## src/rtl/inv_mix_columns_serial.sv

```systemverilog
// rtl/inv_mix_columns_serial.sv - byte-serial AES InvMixColumns stage
//
// Gathers a column-major AES state stream one byte per valid cycle, applies
// InvMixColumns to each completed 4-byte column and re-emits the result as
// four registered bytes, one per clock, starting the cycle after byte 3.
//
// Ports:
//   clock     rising-edge clock
//   resetn    asynchronous active-low reset
//   inbyte    state byte, column-major order s00,s10,s20,s30,s01,...,s33
//   in_valid  inbyte valid this cycle
//   bypass    sampled with byte 0 of each column; 1 = pass column unchanged
//   outbyte   transformed byte, same column-major order
//   ready     outbyte valid this cycle
//   last      high with the final byte (s33) of each 16-byte block
module inv_mix_columns_serial #(
  parameter logic ENABLE_BYPASS = 1'b1
) (
  input  logic       clock,
  input  logic       resetn,
  input  logic [7:0] inbyte,
  input  logic       in_valid,
  input  logic       bypass,
  output logic [7:0] outbyte,
  output logic       ready,
  output logic       last
);

  // GF(2^8) doubling modulo x^8+x^4+x^3+x+1.
  function automatic logic [7:0] xt(input logic [7:0] a);
    return {a[6:0], 1'b0} ^ (a[7] ? 8'h1b : 8'h00);
  endfunction

  // Multiply by a 4-bit constant (0x09, 0x0b, 0x0d, 0x0e) via an xtime chain.
  function automatic logic [7:0] gm(input logic [7:0] a, input logic [3:0] k);
    logic [7:0] x2, x4, x8;
    x2 = xt(a);
    x4 = xt(x2);
    x8 = xt(x4);
    return (k[3] ? x8 : 8'h00) ^ (k[2] ? x4 : 8'h00) ^
           (k[1] ? x2 : 8'h00) ^ (k[0] ? a  : 8'h00);
  endfunction

  logic [1:0]  b_q, b_d;          // input byte index within column
  logic [1:0]  c_q, c_d;          // column index within block
  logic [1:0]  e_q, e_d;          // index of the byte currently on outbyte
  logic [7:0]  col0_q, col0_d;
  logic [7:0]  col1_q, col1_d;
  logic [7:0]  col2_q, col2_d;
  logic        byp_q, byp_d;
  logic        lastcol_q, lastcol_d; // column being emitted is column 3
  logic [23:0] sb_q, sb_d;        // pending r1,r2,r3
  logic [7:0]  out_q, out_d;
  logic        ready_q, ready_d;
  logic        last_q, last_d;

  logic        done;
  logic [7:0]  a3, r0, r1, r2, r3;

  always_comb begin
    b_d       = b_q;
    c_d       = c_q;
    e_d       = e_q;
    col0_d    = col0_q;
    col1_d    = col1_q;
    col2_d    = col2_q;
    byp_d     = byp_q;
    lastcol_d = lastcol_q;
    sb_d      = sb_q;
    out_d     = out_q;
    ready_d   = ready_q;
    last_d    = last_q;

    done = in_valid && (b_q == 2'd3);
    a3   = inbyte;

    if (in_valid) begin
      b_d = b_q + 2'd1;
      case (b_q)
        2'd0: begin
          col0_d = inbyte;
          byp_d  = bypass & ENABLE_BYPASS;
        end
        2'd1:    col1_d = inbyte;
        2'd2:    col2_d = inbyte;
        default: ;
      endcase
    end

    r0 = gm(col0_q, 4'he) ^ gm(col1_q, 4'hb) ^ gm(col2_q, 4'hd) ^ gm(a3, 4'h9);
    r1 = gm(col0_q, 4'h9) ^ gm(col1_q, 4'he) ^ gm(col2_q, 4'hb) ^ gm(a3, 4'hd);
    r2 = gm(col0_q, 4'hd) ^ gm(col1_q, 4'h9) ^ gm(col2_q, 4'he) ^ gm(a3, 4'hb);
    r3 = gm(col0_q, 4'hb) ^ gm(col1_q, 4'hd) ^ gm(col2_q, 4'h9) ^ gm(a3, 4'he);
    if (byp_q) begin
      r0 = col0_q;
      r1 = col1_q;
      r2 = col2_q;
      r3 = a3;
    end

    // A completion can only coincide with the last emit of the previous
    // column (or an idle output), so it always wins and reloads the buffer.
    if (done) begin
      out_d     = r0;
      sb_d      = {r1, r2, r3};
      e_d       = 2'd0;
      ready_d   = 1'b1;
      last_d    = 1'b0;
      lastcol_d = (c_q == 2'd3);
      c_d       = c_q + 2'd1;
    end else if (ready_q) begin
      if (e_q == 2'd3) begin
        ready_d = 1'b0;
        last_d  = 1'b0;
      end else begin
        out_d  = sb_q[23:16];
        sb_d   = {sb_q[15:0], 8'h00};
        e_d    = e_q + 2'd1;
        last_d = lastcol_q && (e_q == 2'd2);
      end
    end
  end

  always_ff @(posedge clock or negedge resetn) begin
    if (!resetn) begin
      b_q       <= 2'd0;
      c_q       <= 2'd0;
      e_q       <= 2'd0;
      col0_q    <= 8'h00;
      col1_q    <= 8'h00;
      col2_q    <= 8'h00;
      byp_q     <= 1'b0;
      lastcol_q <= 1'b0;
      sb_q      <= 24'h0;
      out_q     <= 8'h00;
      ready_q   <= 1'b0;
      last_q    <= 1'b0;
    end else begin
      b_q       <= b_d;
      c_q       <= c_d;
      e_q       <= e_d;
      col0_q    <= col0_d;
      col1_q    <= col1_d;
      col2_q    <= col2_d;
      byp_q     <= byp_d;
      lastcol_q <= lastcol_d;
      sb_q      <= sb_d;
      out_q     <= out_d;
      ready_q   <= ready_d;
      last_q    <= last_d;
    end
  end

  assign outbyte = out_q;
  assign ready   = ready_q;
  assign last    = last_q;

endmodule

```

## config.mk

```make
export PLATFORM = sky130hd
export DESIGN_NAME = inv_mix_columns_serial
export DESIGN_NICKNAME = d
export VERILOG_FILES = /design/src/rtl/inv_mix_columns_serial.sv
export SDC_FILE = /design/constraint.sdc
export NUM_CORES = 1
export LEC_CHECK = 0
export CAP_MARGIN = 0
export CORE_MARGIN = 2
export CORE_UTILIZATION = 30
export DETAILED_ROUTE_END_ITERATION = 8
export HOLD_SLACK_MARGIN = 0.05
export PLACE_DENSITY = 0.5
export SETUP_SLACK_MARGIN = 0.4
export SYNTH_ARGS = -nofsm -noshare
export SYNTH_HDL_FRONTEND = slang
export SYNTH_SLANG_ARGS = --single-unit
```

## constraint.sdc

```tcl
create_clock -name clock -period 2.7 [get_ports clock]
set_input_delay 0.27 -clock clock [delete_from_list [all_inputs] [get_ports clock]]
set_output_delay 0.27 -clock clock [all_outputs]
set_load 0.005 [all_outputs]
```

Yosys cells after proc, flatten, opt, wreduce, memory -nomap -nowiden
Index checks and enable logic that the tools add are counted.

Word-level logic and storage cells: 109. Memories: 0. Latch bits: 0. Flip-flop bits (word level): 66. Bits of input ports: 12. Output and inout port bits: 10. ROM bits: 0. RAM bits: 0.

Multiplexer cells: 31. Multipliers: 0. Div/mod/pow operators: 0. Shifts and indexed selects: 0. $add $sub $neg: 3. Order comparisons: 0. Equal/unequal tests: 7. Reduce and logical (&&, ||, !) cells: 8. Bitwise gates (word level): 48.

Operators by type and width (number): $xor 8x8->8 (37); $xor 8x5->8 (11); $mux 24 (3); $mux 5 (12); $mux 8 (7); $eq 2x2->1 const B (5); $reduce_and 2->1 (4); $add 2x1->2 const B (3); $mux 1 (6); $mux 2 (3); $eq 2x1->1 const B (1); $logic_and 1x1->1 (2); $logic_not 2->1 (1); $ne 2x2->1 const B (1); $reduce_bool 2->1 (1).

Longest topological paths before layout
Depth after elaboration: 13. Gate-level depth with buffers: 7. Mapped depth without buffers: 6.

Least setup slack after synthesis
Ideal clock, no wire load.

Kind: reg-to-reg. Start: register col0_q[6]. End: register out_q[3] (netlist: outbyte[3]). Required time: 2.576 ns. Setup time: 0.124 ns. Arrival time: 2.122 ns. Cell stages (with the launch flop): 8. Path buffers: 1. Clock period less this slack: 2.246 ns. Slack: 0.454 ns. Path through: dfrtp_1 buf_6 xor2_2 xnor3_2 xnor2_2 xor3_2 xor2_1 o31a_1.

Word-level cells in the longest chain between the ends: 10.

Ends and longest elaborated chain: start, declared (RTL line 47) `logic [7:0] col0_q, col0_d;`; start signal, assigned (RTL line 142) `col0_q <= col0_d;`; $xor 8x5->8 (RTL line 31) `return {a[6:0], 1'b0} ^ (a[7] ? 8'h1b : 8'h00);`; $mux 5 (RTL line 31); $xor 8x5->8 (RTL line 31); $xor 8x8->8 (2 in a row) (RTL line 40) `return (k[3] ? x8 : 8'h00) ^ (k[2] ? x4 : 8'h00) ^`; $xor 8x8->8 (3 in a row) (RTL line 90) `r0 = gm(col0_q, 4'he) ^ gm(col1_q, 4'hb) ^ gm(col2_q, 4'hd) ^ gm(a3, 4'h9);`; $mux 8 (RTL line 94) `if (byp_q) begin`; $mux 8 (RTL line 103) `if (done) begin`; end signal, assigned (RTL line 148) `out_q <= out_d;`; end, declared (RTL line 53) `logic [7:0] out_q, out_d;`.

No other way between the ends. A chain may end at the register's enable or synchronous reset.

Worst setup path after layout
Start: register col2_q[5]. End: register sb_q[22].

Word-level cells in the longest chain between the ends: 7.

Ends and longest elaborated chain: start, declared (RTL line 49) `logic [7:0] col2_q, col2_d;`; start signal, assigned (RTL line 144) `col2_q <= col2_d;`; $xor 8x5->8 (RTL line 31); $xor 8x8->8 (RTL line 40); $xor 8x8->8 (RTL line 41) `(k[1] ? x2 : 8'h00) ^ (k[0] ? a : 8'h00);`; $xor 8x8->8 (2 in a row) (RTL line 91) `r1 = gm(col0_q, 4'h9) ^ gm(col1_q, 4'he) ^ gm(col2_q, 4'hb) ^ gm(a3, 4'hd);`; $mux 8 (RTL line 94); $mux 24 (RTL line 103); end signal, assigned (RTL line 134) `sb_q <= 24'h0;`; end signal, assigned (RTL line 147) `sb_q <= sb_d;`; end, declared (RTL line 52) `logic [23:0] sb_q, sb_d;`.

No other way between the ends.

==> flow_metrics.py <==
metrics = {
    "setup_path": {
        "worstSetupEndpointType": "flip-flop",
        "critPathBufInv": 1,
        "max_stage_delay_ps": 470,
        "cp_max_fo": 6,
        "cp.required_ps": 2960,
        "cp.arrival_ps": 2540,
        "cpMaxStageDelayCell": "dfrtp_2",
        "critical_path_class": "reg2reg",
        "rr_worst_depth": 6,
        "cp.depth": 6,
        "crit_chain": "buf_4, xor3_2, xnor3_1, xnor2_1, o21ai_0, a21boi_1",
        "cpLargestDelayFamily": "XOR/XNOR gates",
        "critPathLaunchType": "flip-flop",
    },
    "synth": {
        "ys_warn_count": 0,
        "synth_edf_count": 0,
        "ys_ff_latch": 66,
        "ys.flop_type": "dfrtp_1",
        "seq_area_frac_synth_pct": 30.5,
        "netlist_area_um2": 5420,
        "async_reset_ff_share_pct": 100,
        "synth_cells": 507,
        "synth_cell_types": 41,
        "syn_area_per_cell_um2": 10.7,
        "synth_nets": 526,
    },
    "die": {
        "dieArea_um2": 19200,
        "die_w_um": 138,
        "rows": 49,
        "start_util_pct": 30.4,
        "core_area_um2": 17800,
        "io_pins": 22,
        "die_y_um": 138,
    },
    "place": {
        "post-place-ws_ps": 59.4,
        "routabilityCongestion": 0.906,
        "port_buffers": 21,
        "dp_hpwl_um": 10700,
    },
    "layout": {
        "diodes": 0,
        "mostFrequentLayoutCell": "xnor2_1",
        "drive_gt1_share_pct": 23.8,
        "nets": 556,
        "final_cell_mix": "xnor2_1, nand2_1, dfrtp_1",
        "regArea_um2": 1670,
        "fillers": 1770,
        "area_delta_synth_final_pct": 20.3,
        "final_util_pct": 36.6,
        "multiInputGateArea_um2": 3650,
    },
    "routing": {
        "drt-total-wl_um": 14300,
        "vias_per_cell": 4.75,
        "drtIter0Drc": 249,
        "postRouteAntennaNets": 0,
        "wl_per_cell_um": 18.5,
        "drc": 0,
        "drt_pass1_iterations": 6,
        "dr_total_vias": 3661,
    },
    "global_route": {
        "grt_start_max_net_pins": 61,
        "grt_use_total_pct": 15.4,
        "grt_pass1_wl_um": 22400,
        "grt_pass1_vias": 3717,
        "antenna_found_initial": 0,
        "grt-ovfl-total": 0,
    },
    "sta": {
        "grt_setup_unrepaired": "true",
        "slew_headroom_pct": 28.3,
        "setup_ws_ps": 424,
        "setup_viol": 0,
        "period_minus_slack_ps": 2280,
        "worst_pin_slew_ps": 1080,
        "final.setup.tns_ps": 0,
        "hold_viol": 0,
        "finalCritPeriodShare_pct": 84.3,
        "fmax_mhz": 439,
        "finClkSkew_ps": 3.64,
        "hold_ws_ps": 60.3,
        "drv_slew": 0,
    },
    "clock_tree": {
        "clockRootBuffer": "clkbuf_16",
        "clkSinkCount": 66,
        "clk_latency_ps": 340,
        "numCtsBuffers": 9,
        "clk_pin_slew_ps": 50,
        "htreeDepth": 3,
        "cts_tree": "done",
        "cts_buffer_depth": 2,
    },
    "outcome": {
        "status": "completed",
    },
    "job": {
        "drv_cap": 0,
    },
    "worst_hold_path": {
        "min-delay-path-class": "in2async",
    },
}
==> cell usage after synthesis, types with 3 or more instances <==
| library cell | number | area share [%] |
|---|---|---|
| mux2_2 | 25 | 5.2 |
| clkbuf_1 | 29 | 2.0 |
| nor2_1 | 20 | 1.4 |
| a21oi_1 | 16 | 1.5 |
| xor3_1 | 6 | 2.6 |
| xnor3_1 | 31 | 13 |
| buf_2 | 13 | 1.2 |
| dfrtp_1 | 66 | 30 |
| a22o_1 | 3 | 0.48 |
| o21ai_0 | 5 | 0.46 |
| buf_1 | 4 | 0.28 |
| xnor2_2 | 7 | 2.1 |
| a32oi_1 | 4 | 0.65 |
| xnor2_1 | 105 | 17 |
| o21a_1 | 7 | 0.97 |
| nand2_1 | 59 | 4.1 |
| inv_1 | 5 | 0.35 |
| nand3_1 | 4 | 0.37 |
| buf_4 | 3 | 0.42 |
| o21ai_1 | 5 | 0.46 |
| nand2b_1 | 3 | 0.35 |
| a31oi_1 | 16 | 1.8 |
| ha_1 | 7 | 1.6 |
| mux2i_1 | 8 | 1.5 |
| xor2_1 | 28 | 4.5 |
| a211oi_1 | 7 | 0.97 |
==> sequential cells by signal, summed over array words and instances, names as in the netlist <==
signal	cells
b_q	2
byp_q	1
c_q	2
col0_q	8
col1_q	8
col2_q	8
e_q	2
last	1
lastcol_q	1
outbyte	8
ready	1
sb_q	24
==> kinds of logic after synthesis <==
group	synth area share, %
xor+xnor	41.0
simple gates	6.99
compound gates	8.56
flops	30.5
buf+inv	4.66
mux	6.67
fa+ha+maj	1.62
==> cell type report <==
class                      count  share of cell area, %
inverter                       5                  0.288
multi-input combinational    385                   55.9
timing repair buffer          70                   9.49
tap                          229                   4.39
sequential                    66                   25.5
clock inverter                 2                  0.153
clock buffer                  14                   4.20
==> per-layer routing <==
| metal | part of all wire (%) | vias to the layer above | GRT usage (%) |
|---|---|---|---|
| met3 | 4.8 | 18 | 2.29 |
| li1 | - | 1738 | - |
| met5 | 0 | - | 0 |
| met4 | 1.9 | 0 | 6.23 |
| met1 | 47 | 1833 | 21.9 |
| met2 | 46 | 72 | 23.6 |
==> metrics by stage <==
| step | area (um^2) | instances |
|---|---|---|
| after floorplan | 5420 | 507 |
| after global placement | 6040 | 750 |
| after detailed placement | 6040 | 750 |
| after CTS | 6390 | 769 |
| after global routing | 6530 | 771 |
| final | 6530 | 771 |
==> final timing paths <==
path	start	slack, ps	to
max	col2_q[5]	420	sb_q[22]
min in group clock	inbyte[6]	400	col0_q[6]
max reg2reg	col2_q[5]	420	sb_q[22]
max in group asynchronous	resetn	1930	byp_q
min reg2reg	lastcol_q	480	lastcol_q
min	resetn	60	col1_q[5]
==> timing repair <==
item / CTS / global route
buffers inserted: 3 / 2
pin swaps: 1 / 7
gates resized for setup: 12 / 22
endpoints found under the setup margin: 21 / 19
hold buffers: 0 / 0
Power is left out: the tool's default activity adds up to more than one toggle a clock period on the data nets, which glitch-free logic cannot reach.
==> patch 1 (config.mk and constraints unchanged) <==
Make the reset (`resetn`) synchronous in one clocked block. Comments in the files are not updated.
--- a/src/rtl/inv_mix_columns_serial.sv
+++ b/src/rtl/inv_mix_columns_serial.sv
@@ -121,7 +121,7 @@
     end
   end
 
-  always_ff @(posedge clock or negedge resetn) begin
+  always_ff @(posedge clock) begin
     if (!resetn) begin
       b_q       <= 2'd0;
       c_q       <= 2'd0;
Check against the original RTL: not equivalent (a bounded check fails within 10 cycles, from zero or initial values and one cycle with resetn low; the reset may be asserted at any time).
==> patch 1 against the unedited design <==
Worst setup slack gained 0.044 ns. Synthesized area shrank 2.4%. Sequential cell count is the same. Via count grew 12%. Fmax grew 2.0%. Routed wire length grew 3.2%. Design area shrank 4.8%.
Power is left out: it rests on default switching activity, and per cell area and clock period it moved more than threefold.
==> patch 1: results (changes against the unedited design) <==
Parameter                              Value

Worst setup path
  Maximum cell stage delay along the critical path    0.46 ns
  Capturing instance or port of the critical path    sb_q[12]$_SDFFE_PN0P_
  Worst endpoint data arrival time    2.51 ns (-0.03 ns)
  Maximum fanout encountered on the critical timing path    5 (-1)
  Timing startpoint of the critical path    col1_q[5]$_SDFFE_PN0P_
  Worst Reg2Reg Path Length in Cells    7 (+1)
  Cell with the biggest individual delay on the critical path    sky130_fd_sc_hd__xnor3_1
  Flop2flop setup slack    0.47 ns (+0.04 ns)

Worst hold path
  Class of the tightest hold or removal check    flop to flop

Logic synthesis
  Top cells by count, synth    129 x sky130_fd_sc_hd__xnor2_1, 101 x sky130_fd_sc_hd__nand2_1, 66 x sky130_fd_sc_hd__dfxtp_1
  Top flip-flop cell by instance count after synthesis    sky130_fd_sc_hd__dfxtp_1
  Post-synthesis net count    627 (+19%)
  Fraction of synthesis flops using an asynchronous set or reset pin    0% (-100 points)
  Count of unique library cells instantiated by Yosys    45 (+9.8%)
  Most area-consuming cells after synthesis    sky130_fd_sc_hd__dfxtp_1 25%, sky130_fd_sc_hd__xnor2_1 21%, sky130_fd_sc_hd__xnor3_1 7.2%
  Sequential fraction of the synthesis area    25.0% (-5.5 points)

GRT
  Global-route wire length before repair    23.3 mm (+4.4%)
  Combined global-route utilization of all metal layers    16.6% (+1.2 points)
  Number of global-route vias before repair    4067 (+9.4%)
  Pin count of the biggest net entering global routing    49 (-20%)

Drt
  Via density per instance    4.77 (+0.38%)
  Number of DRC markers in iteration 0    201 (-19%)
  First-pass DRT Iterations    4 (-2)
  Routed WL per cell    17.2 um (-7.2%)

STA
  Slew at the pin with the worst max-slew slack    0.638 ns (-0.438 ns)
  Clk_skew    0.00988 ns (+0.00623 ns)

Cells and area
  Register with the highest flop count    sb_q
  Count of filler cells inserted in the layout    1791 (+1.2%)
  Flip-flop count of the largest register, all copies and words added    24 (unchanged)
  NumNets Final    648 (+17%)
  Layout cell share with drive strength beyond 1    14.6% (-9.2 points)

Clock network
  Buffers from clock root to sink, at most    2 (unchanged)
  Number of CTS-inserted buffers    9 (unchanged)

Placed design
  Last weighted congestion value of the routability-driven placer    0.889 (-1.8%)
  Half-perimeter wire length after placement    11.0 mm (+2.7%)

Run status
  Run status    complete, no violations
## patch 1: cell count changes after synthesis, sizes merged, moves of 9 or more
| cell | change |
|---|---|
| mux2 | -24 |
| a21oi | +21 |
| a31oi | -14 |
| xnor3 | -12 |
| o211ai | +19 |
| nor2 | -9 |
| nand2 | +42 |
| and3 | +19 |
| buf | +11 |
| xnor2 | +24 |
| dfxtp | +66 |
| dfrtp | -66 |
| nand3 | +42 |
## patch 1: logic make-up after synthesis
group	synth area share, %
mux	0.780
xor+xnor	41.7
flops	25.0
compound gates	9.03
fa+ha+maj	1.66
buf+inv	5.65
simple gates	16.2
## patch 1: per-stage QoR
| stage | cell area [um^2] | hold WS [ns] | worst slack [ns] | util (%) | instances |
|---|---|---|---|---|---|
| finish | 6210 | 0.456 | 0.468 | 35.9 | 857 |
| floorplan | 5290 | 0.433 | 0.592 | - | 608 |
| detailed placement | 5860 | 0.452 | 0.0670 | 33.9 | 841 |
| global route | 6210 | 0.483 | 0.324 | 35.9 | 857 |
| CTS | 6140 | 0.460 | 0.402 | 35.5 | 855 |
| global placement | 5860 | 0.449 | 0.0906 | 33.9 | 841 |
## patch 1: area by class of cell
cell class | instances | area share, %
clock buffer | 11 | 3.91
multi-input combinational | 476 | 60.0
clock inverter | 3 | 0.282
tap | 225 | 4.53
timing repair buffer | 70 | 9.43
sequential | 66 | 21.5
inverter | 6 | 0.363
## patch 1: metal layers
layer	routed length, um	vias to the layer above	global-route usage, %	part of all wire [%]
li1	-	2039	-	-
met1	7250	1947	23.0	49
met2	6660	83	26.4	45
met3	587	16	2.44	4.0
met4	233	0	5.38	1.6
met5	0	-	0	0
## patch 1: repair_timing
item	4_1_cts	5_1_grt
setup endpoints to repair	7	14
resized for setup	5	14
pin swaps	0	2
setup buffers	0	2
==> patch 2 (same flow settings) <==
Without the edit above. The parameter `ENABLE_BYPASS` goes from 1'b1 to 1'b0.
--- a/src/rtl/inv_mix_columns_serial.sv
+++ b/src/rtl/inv_mix_columns_serial.sv
@@ -14,7 +14,7 @@
 //   ready     outbyte valid this cycle
 //   last      high with the final byte (s33) of each 16-byte block
 module inv_mix_columns_serial #(
-  parameter logic ENABLE_BYPASS = 1'b1
+  parameter logic ENABLE_BYPASS = 1'b0
 ) (
   input  logic       clock,
   input  logic       resetn,
Behaviour: not the same (Yosys sat finds a counterexample within 10 cycles, from zero or initial values and one cycle with resetn low).
==> patch 2 against the unedited design <==
Sequential cell count down 1. Die area down 6.6%. Critical path depth up 1. Synthesized area down 6.8%. Sequential share of layout area up 2.0 points. Worst setup slack better by 0.024 ns. Routed wire length down 18%. Clock skew up 0.0011 ns. Design area down 9.2%. Critical path type is now input port to flop. Largest cell class unchanged. Highest routed layer unchanged.
Power is not shown: default switching activity piles up to over one toggle a cycle in this logic, so the estimate is an artifact.
==> patch 2: results (changes against the unedited design) <==
Parameter                              Value

Worst setup path
  Crit path kind    input port to flop
  Critical register-to-register path startpoint    col1_q[5]$_DFFE_PN0P_
  Worst endpoint data arrival time    2.48 ns (-0.06 ns)
  Maximum fanout encountered on the critical timing path    3 (-3)
  Flop2flop setup slack    0.46 ns (+0.04 ns)

Logic synthesis
  Sequential fraction of the synthesis area    32.2% (+1.7 points)
  Count of unique library cells instantiated by Yosys    32 (-22%)
  Post-synthesis net count    460 (-13%)
  Avg Synthesized Cell Area    11.5 um^2 (+7.1%)
  Most area-consuming cells after synthesis    sky130_fd_sc_hd__dfrtp_1 32%, sky130_fd_sc_hd__xnor2_1 20%, sky130_fd_sc_hd__xnor3_1 13%
  Top cells by count, synth    118 x sky130_fd_sc_hd__xnor2_1, 65 x sky130_fd_sc_hd__dfrtp_1, 47 x sky130_fd_sc_hd__nand2_1

Placed design
  Last weighted congestion value of the routability-driven placer    0.842 (-7.0%)
  DP Cell Count    681 (-9.2%)
  Half-perimeter wire length after placement    9.27 mm (-14%)
  Port-buffer cells    20 (-4.8%)

Cells and area
  NumNets Final    492 (-12%)
  Layout cell share with drive strength beyond 1    23.0% (-0.79 points)
  Count of filler cells inserted in the layout    1653 (-6.6%)

STA
  Worst slack on hold paths    0.481 ns (+0.421 ns)
  Clk_skew    0.00474 ns (+0.00110 ns)
  Worst-case headroom to the max-slew limit    53.6% (+25 points)

Drt
  Overall via count from detail_route    3035 (-17%)
  First-pass DRT Iterations    4 (-2)
  Routed WL per cell    16.7 um (-10%)
  Number of DRC markers in iteration 0    124 (-50%)

GRT
  Pin count of the biggest net entering global routing    53 (-13%)
  Global-route wire length before repair    18.9 mm (-16%)

Worst hold path
  Class of the tightest hold or removal check    flop to flop

Run status
  Run status    complete, no violations

Clock network
  Postcts setup bufs    0 (-3)
==> patch 2: layer usage <==
layer / routed length (um) / global-route usage (%) / vias up / part of all wire [%]
met2: 5110 / 20.7 / 46 / 44
li1: - / - / 1497 / -
met4: 291 / 5.73 / 0 / 2.5
met3: 371 / 3.02 / 19 / 3.2
met5: 0 / 0 / - / 0
met1: 5870 / 20.2 / 1473 / 50
==> patch 2: worst max-delay path: stages <==
cell	delay, ns
sky130_fd_sc_hd__clkdlybuf4s50_1	0.54
sky130_fd_sc_hd__buf_4	0.22
sky130_fd_sc_hd__xnor2_1	0.35
sky130_fd_sc_hd__xnor2_1	0.25
sky130_fd_sc_hd__xnor2_2	0.29
sky130_fd_sc_hd__xnor3_1	0.36
sky130_fd_sc_hd__a22o_1	0.19
==> patch 2: final cells by class <==
| class | count | area, um^2 | area share [%] |
|---|---|---|---|
| multi-input combinational | 337 | 3260 | 55.0 |
| sequential | 65 | 1630 | 27.5 |
| timing repair buffer | 55 | 475 | 8.03 |
| tap | 220 | 275 | 4.65 |
| clock buffer | 10 | 229 | 3.87 |
| clock inverter | 6 | 35.0 | 0.592 |
| inverter | 5 | 18.8 | 0.317 |
==> patch 2: cell families (layout without fill, tap and decap cells) <==
group | after synthesis | count (layout) | share of synthesized area, %
multiplexers | 43 | 43 | 9.56
buffers and inverters | 39 | 76 | 3.76
flip-flops | 65 | 65 | 32.2
AND/OR/NAND/NOR | 60 | 60 | 4.63
adder cells (fa/ha/maj) | 7 | 7 | 1.73
XOR/XNOR | 190 | 190 | 44.1
AO/OA/AOI/OAI | 37 | 37 | 3.99
==> patch 2: what timing repair did <==
action / 4_1_cts / 5_1_grt
setup endpoints to repair: 5 / 5
hold buffers: 1 / 0
resized for setup: 2 / 4
hold endpoints to repair: 28 / 0
gates cloned: 0 / 0
==> patch 2: through the flow <==
step	cell area, um^2	util, %	worst slack, ns
2_1_floorplan	5050	-	0.713
3_3_place_gp	5620	34.0	0.106
3_5_place_dp	5620	34.0	0.0751
4_1_cts	5900	35.7	0.424
5_1_grt	5920	35.8	0.402
6_report	5920	35.8	0.448
==> patch 2: final timing paths <==
check                                        endpoint  depth (start not counted)
worst max register to register   sb_q[12]$_DFFE_PN0P_                          5
min in group asynchronous       col1_q[3]$_DFFE_PN0P_                          2
worst max-delay path              sb_q[3]$_DFFE_PN0P_                          7
worst min-delay path               c_q[0]$_DFFE_PN0P_                          1
worst min register to register     c_q[0]$_DFFE_PN0P_                          1
max in group asynchronous         sb_q[0]$_DFFE_PN0P_                          3
